## config.mk

```make
export PLATFORM = sky130hd
export DESIGN_NAME = uart_rx_fifo
export DESIGN_NICKNAME = d
export VERILOG_FILES = /design/src/rtl/uart_pkg.sv /design/src/rtl/fifo_mem.sv /design/src/rtl/uart_rx_fifo.sv
export SDC_FILE = /design/constraint.sdc
export NUM_CORES = 1
export LEC_CHECK = 0
export ABC_CLOCK_PERIOD_IN_PS = 7000
export CAP_MARGIN = 20
export CORE_MARGIN = 1
export CORE_UTILIZATION = 64
export CTS_CLUSTER_DIAMETER = 40
export CTS_CLUSTER_SIZE = 16
export DETAILED_ROUTE_END_ITERATION = 7
export HOLD_SLACK_MARGIN = 0.1
export PLACE_DENSITY = 0.84
export SLEW_MARGIN = 20
export SYNTH_ARGS = -nofsm -noshare
export SYNTH_HDL_FRONTEND = slang
export SYNTH_HIERARCHICAL = 1
export SYNTH_SLANG_ARGS = --single-unit
export TNS_END_PERCENT = 5
```

## constraint.sdc

```tcl
create_clock -name clk -period 7 [get_ports clk]
set_input_delay 0.7 -clock clk [delete_from_list [all_inputs] [get_ports clk]]
set_output_delay 0.7 -clock clk [all_outputs]
set_load 0.01 [all_outputs]
```

## src/rtl/uart_pkg.sv

```systemverilog
// Shared UART definitions: received byte type, width constant and a saturating counter helper.
package uart_pkg;

  localparam int UART_DATA_BITS = 8;

  typedef logic [UART_DATA_BITS-1:0] uart_byte_t;

  function automatic logic [15:0] sat_inc16(input logic [15:0] val);
    return (val == 16'hFFFF) ? val : val + 16'd1;
  endfunction

endpackage

```

## src/rtl/fifo_mem.sv

```systemverilog
// Byte storage for the RX FIFO: simple dual-port, synchronous write, asynchronous (show-ahead) read.
module fifo_mem
  import uart_pkg::*;
#(
  parameter int DEPTH = 16,
  parameter int AW    = (DEPTH > 1) ? $clog2(DEPTH) : 1
) (
  input  logic          clk,
  input  logic          we_i,
  input  logic [AW-1:0] waddr_i,
  input  uart_byte_t    wdata_i,
  input  logic [AW-1:0] raddr_i,
  output uart_byte_t    rdata_o
);

  // Contents are never reset; occupancy tracking in the parent decides what is valid.
  uart_byte_t mem_q [DEPTH];

  always_ff @(posedge clk) begin
    if (we_i) begin
      mem_q[waddr_i] <= wdata_i;
    end
  end

  assign rdata_o = mem_q[raddr_i];

endmodule

```

## src/rtl/uart_rx_fifo.sv

```systemverilog
// UART receive FIFO: 1-cycle push-to-output latency, no bypass; incoming bytes cannot be stalled and are dropped when full.
// Sticky overflow flag; UART_RX_FIFO_STATS_EN adds a saturating drop_count.
module uart_rx_fifo
  import uart_pkg::*;
#(
  parameter int DEPTH = 16
) (
  input  logic                     clk,
  input  logic                     rst_n,
  input  uart_byte_t               in_data,
  input  logic                     in_valid,
  output uart_byte_t               out_data,
  output logic                     out_valid,
  input  logic                     out_ready,
  output logic [$clog2(DEPTH):0]   count,
  output logic                     overflow,
  input  logic                     overflow_clear
`ifdef UART_RX_FIFO_STATS_EN
  ,
  output logic [15:0]              drop_count
`endif
);

  localparam int AW = (DEPTH > 1) ? $clog2(DEPTH) : 1;
  localparam int CW = $clog2(DEPTH) + 1;
  localparam logic [CW-1:0] FULL_CNT = CW'(DEPTH);

  logic [AW-1:0] wptr_q, wptr_d;
  logic [AW-1:0] rptr_q, rptr_d;
  logic [CW-1:0] count_q, count_d;
  logic          overflow_q, overflow_d;
  logic          push, pop, drop;
  uart_byte_t    head;

  assign out_valid = (count_q != '0);
  assign pop       = out_valid && out_ready;
  // A pop in the same cycle frees the slot, so a full FIFO still accepts the write.
  assign push      = in_valid && ((count_q != FULL_CNT) || pop);
  assign drop      = in_valid && !push;

  always_comb begin
    wptr_d     = push ? wptr_q + 1'b1 : wptr_q;
    rptr_d     = pop  ? rptr_q + 1'b1 : rptr_q;
    count_d    = count_q;
    overflow_d = overflow_q;
    case ({push, pop})
      2'b10:   count_d = count_q + 1'b1;
      2'b01:   count_d = count_q - 1'b1;
      default: count_d = count_q;
    endcase
    if (drop) begin
      overflow_d = 1'b1;
    end else if (overflow_clear) begin
      overflow_d = 1'b0;
    end
  end

  always_ff @(posedge clk) begin
    if (!rst_n) begin
      wptr_q     <= '0;
      rptr_q     <= '0;
      count_q    <= '0;
      overflow_q <= 1'b0;
    end else begin
      wptr_q     <= wptr_d;
      rptr_q     <= rptr_d;
      count_q    <= count_d;
      overflow_q <= overflow_d;
    end
  end

`ifdef UART_RX_FIFO_STATS_EN
  logic [15:0] drop_cnt_q, drop_cnt_d;

  // A drop coinciding with a clear restarts the count at one rather than losing the event.
  always_comb begin
    drop_cnt_d = drop_cnt_q;
    if (overflow_clear) begin
      drop_cnt_d = drop ? 16'd1 : 16'd0;
    end else if (drop) begin
      drop_cnt_d = sat_inc16(drop_cnt_q);
    end
  end

  always_ff @(posedge clk) begin
    if (!rst_n) begin
      drop_cnt_q <= '0;
    end else begin
      drop_cnt_q <= drop_cnt_d;
    end
  end

  assign drop_count = drop_cnt_q;
`endif

  fifo_mem #(
    .DEPTH (DEPTH),
    .AW    (AW)
  ) u_mem (
    .clk     (clk),
    .we_i    (push && rst_n),
    .waddr_i (wptr_q),
    .wdata_i (in_data),
    .raddr_i (rptr_q),
    .rdata_o (head)
  );

  assign out_data = head;
  assign count    = count_q;
  assign overflow = overflow_q;

endmodule

```

==> results of run 1 <==
==> worst min-delay path, stage by stage (launching register included) <==
cell and delay [ns]:
dfxtp_1 0.32, a32oi_1 0.06, nor2_1 0.07
==> worst max-delay path by stage <==
stage	startpoint	to	cells past startpoint
after detailed placement	out_ready	u_mem/mem_q[0][7]	6
after CTS	rptr_q[0]	out_data[0]	5
after floorplan	out_ready	u_mem/mem_q[0][0]	6
after global placement	out_ready	u_mem/mem_q[0][2]	6
final	rptr_q[0]	out_data[0]	5
after global routing	rptr_q[0]	out_data[1]	5
==> synth_stat cells, types with 2 or more instances <==
| cell | number |
|---|---|
| a21oi_1 | 2 |
| a22oi_1 | 16 |
| buf_2 | 5 |
| buf_6 | 3 |
| clkbuf_1 | 3 |
| clkdlybuf4s25_2 | 3 |
| dfxtp_1 | 14 |
| edfxtp_1 | 128 |
| ha_1 | 5 |
| inv_1 | 6 |
| mux2i_1 | 3 |
| mux4_1 | 14 |
| mux4_2 | 18 |
| nand2_1 | 11 |
| nand2b_1 | 7 |
| nand3_1 | 5 |
| nand3b_1 | 2 |
| nand4_1 | 3 |
| nor2_1 | 26 |
| nor3_1 | 7 |
| o211ai_1 | 2 |
| o21a_1 | 5 |
| o21ai_0 | 3 |
| o21ai_1 | 2 |
| o31ai_1 | 2 |
| xor2_1 | 4 |
==> placed cells by master, fill, tap and decap left out, drive strengths merged, types with 2 or more instances in the layout <==
cell           Yosys  layout
a21oi              2       2
a22oi             16      16
buf                9       2
bufinv             0       4
clkbuf             3      19
clkdlybuf4s50      0      27
clkinv             0       3
clkinvlp           0       2
dfxtp             14      14
edfxtp           128     128
ha                 5       5
inv                7      11
mux2i              3       3
mux4              32      32
nand2             11      11
nand2b             7       7
nand3              5       5
nand3b             2       2
nand4              3       3
nor2              26      26
nor3               7       7
o211ai             2       2
o21a               5       5
o21ai              6       6
o31ai              2       2
xor2               4       4
==> area by class of cell <==
class / count / area share, %
Multi-Input combinational cell: 156 / 23.51
Inverter: 7 / 0.4232
Clock buffer: 19 / 6.201
Sequential cell: 142 / 60.66
Timing Repair Buffer: 29 / 4.489
Clock inverter: 13 / 2.723
Tap cell: 108 / 1.987
==> cell families after synthesis <==
family                     after synthesis  synth area share (%)
AOI/OAI and AO/OA                       40                 5.078
xor gates and xnor gates                 5                0.7499
adders and majority gates                6                 1.414
buffers and inverters                   22                 2.336
DFF                                    142                 70.62
muxes                                   35                 13.76
and+or+nand+nor                         70                 6.042
==> power groups by stage <==
stage               Combinational [µW]  Clock [µW]  Sequential [µW]
floorplan                          376           0              996
global placement                   460           0             1050
detailed placement                 518           0             1030
CTS                                525         931             1010
global route                       553         967             1020
finish                             524         921             1010
==> metrics by stage <==
step           utilization (%)  worst slack [ns]  total power [µW]  area [µm²]  hold WS (ns)
2_1_floorplan                -             4.013              1372        5839        0.5183
3_3_place_gp             70.13             3.275              1511        6146        0.4927
3_5_place_dp             70.50             3.144              1548        6178        0.4762
4_1_cts                  77.43             3.249              2469        6785        0.5038
5_1_grt                  77.60             3.148              2542        6800        0.5493
6_report                 77.60             3.264              2459        6800        0.4911
==> metal layers <==
metal / global-route usage [%] / part of all wire, %
met1: 38.78 / 40
met2: 43.14 / 50
met3: 7.770 / 8.2
met4: 8.710 / 1.4
met5: 0 / 0
==> sequential cells by signal, indices dropped and copies added, names as in the netlist <==
| name | flops |
|---|---|
| rptr_q | 4 |
| u_mem/mem_q | 128 |
| overflow | 1 |
| count | 5 |
| wptr_q | 4 |
==> flow_metrics.tcl, run 1 <==
set metrics [dict create \
    status "complete, no violations" \
    crit_chain "buf_16, mux4_1, a22oi_1, nand2_1, clkdlybuf4s50_1" \
    first_pass_iters 5 \
    dpl.hpwl_mm 7.230 \
    critical_path_buf_inv_count 2 \
    yosys.area.top_type "edfxtp_1" \
    r2r_end "u_mem/mem_q[2][0]" \
    htreeDepth 4 \
    grt_pass1_vias 3214 \
    hp-class "reg2reg" \
    synth_area_leaders "edfxtp_1 (66%), mux4_2 (6.9%), mux4_1 (6.3%), dfxtp_1 (4.8%), a22oi_1 (2.1%)" \
    postCtsResizedCells 0 \
    wl_mm 12.25 \
    clkLatencyLatePin_ns 0.52 \
    ff2ff_setup_slack_ns 4.18 \
    drive_gt1_share_pct 16.67 \
    multi_input_area_um2 1599 \
    core_area_um2 8763 \
    syn_nets 339 \
    detail-route-antenna-nets 0 \
    path_max_fanout 19 \
    io_pins 28 \
    critPathTopFamily "flip-flops" \
    peakVddDrop_mv 0.2282 \
    rows 34 \
    crit_required_ns 6.30 \
    finalHoldViolCount 0 \
    hold_depth 2 \
    ys_ff_latch 142 \
    gp_congestion 0.7681 \
    cts_buffers 17 \
    port_buffers 27 \
    cp-start-kind "flop" \
    cap_violations 0 \
    initial_utilization_pct 66.63 \
    dp.cells 442 \
    die_w_um 97.52 \
    via_count 3218 \
    die_h_um 97.52 \
    fin_tns_setup_ns 0 \
    syn_area_um2 5839 \
    yosysTopAreaCellShare_pct 65.82 \
    powerDensity_nw_per_um2 361.6 \
    synth.yosys.seq_area_share_pct 70.62 \
    grt_max_degree 33 \
    postCtsHoldBufs 0 \
    pwr-share-comb_pct 21.3 \
    cts_buffer_depth 2 \
    holdPathEnd "overflow" \
    tightest_slew_ns 0.8863 \
    routed_via_density 6.789 \
    r2r-start "count[0]" \
    wl_per_cell_um 25.85 \
    critPathSlowestCell "dfxtp_2" \
    drt_iter0_markers 312 \
    min_from "overflow" \
    crit_type "reg2out" \
    power.share.switching_pct 26.15 \
    layout_min_cycle_time_ns 3.736 \
    max_freq_ghz 0.2677 \
    yosys_most_used_dff "edfxtp_1" \
    n_antenna_cell 0 \
    grt_usage_pct 27.74 \
    max_slew_margin_pct 40.70 \
    die_area_um2 9510 \
    syn_avg_cell_area_um2 18.25 \
    grt_pass1_wl_mm 18.49 \
    finalClockSkew_ns 0.009501 \
    fillers 467 \
    min_period_over_period_pct 53.37 \
    cts_sinks 142 \
    seqCellArea_um2 4125 \
    slowest_delay_ns 0.78 \
    rsz0062_at_grt "false" \
    p_seq_share_pct 41.2 \
    post-route-drc-count 0 \
    root_buffer "clkbuf_8" \
    finalNetCount 372 \
    ff2ff_path_depth 5 \
    yosys_warnings 6 \
    p_clk_share_pct 37.4 \
    cts_tree "done" \
    crit_arrival_ns 3.04 \
    path_clk_slew_ns 0.06 \
    p_leak_uw 0.002228 \
    stdcell_count 474 \
    async_reset_ff_share_pct 0 \
    syn_inst 320 \
    post_cts_buffers 0 \
    end_kind "output port" \
    yosysUniqueCellTypes 47 \
    finalSetupViolCount 0 \
    grt_remaining_overflow 0 \
    internal-power_uw 1816 \
    p_sw_uw 643.0 \
    syn2layout_area_growth_pct 16.46 \
    synth_edf_count 128 \
    slew_violations 0 \
    antenna_found_initial 0 \
]
No activity file was read; power rests on OpenSTA's default activity.
==> inputs of run 2 (changes only) <==
--- a/config.mk
+++ b/config.mk
@@ -5,15 +5,15 @@
 export SDC_FILE = /design/constraint.sdc
 export NUM_CORES = 1
 export LEC_CHECK = 0
-export ABC_CLOCK_PERIOD_IN_PS = 7000
+export ABC_CLOCK_PERIOD_IN_PS = 3780
 export CAP_MARGIN = 20
 export CORE_MARGIN = 1
-export CORE_UTILIZATION = 64
+export CORE_UTILIZATION = 59
 export CTS_CLUSTER_DIAMETER = 40
 export CTS_CLUSTER_SIZE = 16
 export DETAILED_ROUTE_END_ITERATION = 7
 export HOLD_SLACK_MARGIN = 0.1
-export PLACE_DENSITY = 0.84
+export PLACE_DENSITY = 0.78
 export SLEW_MARGIN = 20
 export SYNTH_ARGS = -nofsm -noshare
 export SYNTH_HDL_FRONTEND = slang
==> constraint.sdc (replaced) <==
create_clock -name clk -period 3.78 [get_ports clk]
set_input_delay 0.378 -clock clk [delete_from_list [all_inputs] [get_ports clk]]
set_output_delay 0.378 -clock clk [all_outputs]
set_load 0.01 [all_outputs]
==> run 2 against run 1 <==
Clock power rose by 62%. Sequential share of layout area rose by 0.36 points. Core utilization shrank 5.8 points. Worst setup slack lost 2.8 ns. Highest routed layer unchanged. Critical path depth is 1 higher. Hold slack lost 0.022 ns. Global-route usage down 3.1 points. Flip-flop and latch count is the same. Cell count grew 5.7%. Die area rose by 8.3%.
==> flow_metrics.tcl, run 2 (synthesized netlist as in run 1, its figures left out) <==
set metrics [dict create \
    wl_per_cell_um 22.62 \
    p_leak_uw 0.002210 \
    rsz0062_at_grt "false" \
    min_period_over_period_pct 87.63 \
    drt_iter0_markers 233 \
    dpl.hpwl_mm 7.117 \
    die_area_um2 10300 \
    layout_min_cycle_time_ns 3.313 \
    root_buffer "clkbuf_8" \
    path_max_fanout 12 \
    finalNetCount 378 \
    status "complete, no violations" \
    finalSetupViolCount 0 \
    regMostFlops "u_mem/mem_q" \
    crit_arrival_ns 2.93 \
    detail-route-antenna-nets 0 \
    gp_congestion 0.8437 \
    largest_reg_flops 128 \
    end_kind "output port" \
    n_antenna_cell 0 \
    fin_tns_setup_ns 0 \
    postCtsHoldBufs 0 \
    grt_usage_pct 24.65 \
    cts_sinks 142 \
    cp-start-kind "flop" \
    via_count 3075 \
    max_slew_margin_pct 45.61 \
    first_pass_iters 5 \
    whs_ns 0.4690 \
    grt_pass1_vias 3095 \
    fin_area_um2 6760 \
    cts_buffer_depth 2 \
    syn2layout_area_growth_pct 15.77 \
    drive_gt1_share_pct 16.94 \
    final_common_cell "edfxtp_1" \
    peakVddDrop_mv 0.5822 \
    crit_type "reg2out" \
    fillers 570 \
    slew_violations 0 \
    initial_utilization_pct 62.02 \
    grt_remaining_overflow 0 \
    port_buffers 27 \
    htreeDepth 4 \
    finalClockSkew_ns 0.009285 \
    wl_mm 11.33 \
    cts_buffers 17 \
    rows 35 \
    cap_violations 0 \
    grt_max_degree 36 \
    die_h_um 101.5 \
    routed_via_density 6.138 \
    post_cts_buffers 0 \
    powerDensity_nw_per_um2 640.1 \
    clkLatencyLatePin_ns 0.53 \
    die_w_um 101.5 \
    finalHoldViolCount 0 \
    final_cell_mix "edfxtp_1 (128), clkdlybuf4s50_1 (27), nor2_1 (26)" \
    max_freq_ghz 0.3019 \
    crit_required_ns 3.40 \
    core_area_um2 9415 \
    antenna_found_initial 0 \
    placed_area_um2 6225 \
    tightest_slew_ns 0.8129 \
    path_clk_slew_ns 0.06 \
    hp-class "in2reg" \
    post-route-drc-count 0 \
    grt_pass1_wl_mm 17.25 \
    io_pins 28 \
    cts_tree "done" \
    postCtsResizedCells 0 \
]
-- run 2: final timing paths --
check                 startpoint     endpoint  slack (ns)  depth (start not counted)
setup / recovery       rptr_q[0]  out_data[5]        0.47                          6
hold / removal    overflow_clear     overflow        0.47                          4
setup reg to reg        count[0]     count[3]        1.21                          9
hold reg to reg         overflow     overflow        0.51                          2
-- run 2: area by class of cell --
type / count / area (µm²) / share of cell area (%)
Clock buffer: 17 / 414.1 / 6.126
Clock inverter: 15 / 121.4 / 1.795
Inverter: 7 / 28.78 / 0.4257
Multi-Input combinational cell: 156 / 1579 / 23.36
Sequential cell: 142 / 4125 / 61.02
Tap cell: 129 / 161.4 / 2.388
Timing Repair Buffer: 35 / 330.3 / 4.886
-- run 2: critical path, cell delays in order, from the launching register on --
cell	delay (ns)
dfxtp_2	0.57
buf_4	0.34
buf_4	0.22
mux4_2	0.53
a22oi_1	0.17
nand2_1	0.08
clkdlybuf4s50_1	0.49
-- run 2: power breakdown --
group          switching (µW)  total (µW)  internal [µW]
clock                     625        1490            867
sequential               88.1        1850           1760
combinational             468         986            518
total                    1180        4330           3150
-- run 2: metal layers --
metal  routed length (µm)  global-route usage (%)  vias to the layer above
met5                    0                       0                        -
met4                  418                   14.05                        0
met3                  617                   7.591                       32
met2                 5761                   39.35                      126
met1                 4534                   30.16                     1537
li1                     -                       -                     1380
-- run 2: metrics by stage --
step,utilization (%),instances,setup WS (ns),power [µW]
6_report,71.80,501,0.4674,4327
5_1_grt,71.80,501,0.2896,4494
4_1_cts,71.80,501,0.4017,4359
3_5_place_dp,66.11,469,0.6836,2862
3_3_place_gp,66.11,469,0.7666,2837
2_1_floorplan,-,320,1.115,2540
==> inputs of run 3 (changes only) <==
--- a/config.mk
+++ b/config.mk
@@ -10,7 +10,7 @@
 export CORE_MARGIN = 1
 export CORE_UTILIZATION = 59
 export CTS_CLUSTER_DIAMETER = 40
-export CTS_CLUSTER_SIZE = 16
+export CTS_CLUSTER_SIZE = 14
 export DETAILED_ROUTE_END_ITERATION = 7
 export HOLD_SLACK_MARGIN = 0.1
 export PLACE_DENSITY = 0.78
==> results of run 3 <==
The final DEF is identical to that of run 2; final timing and power are the same.
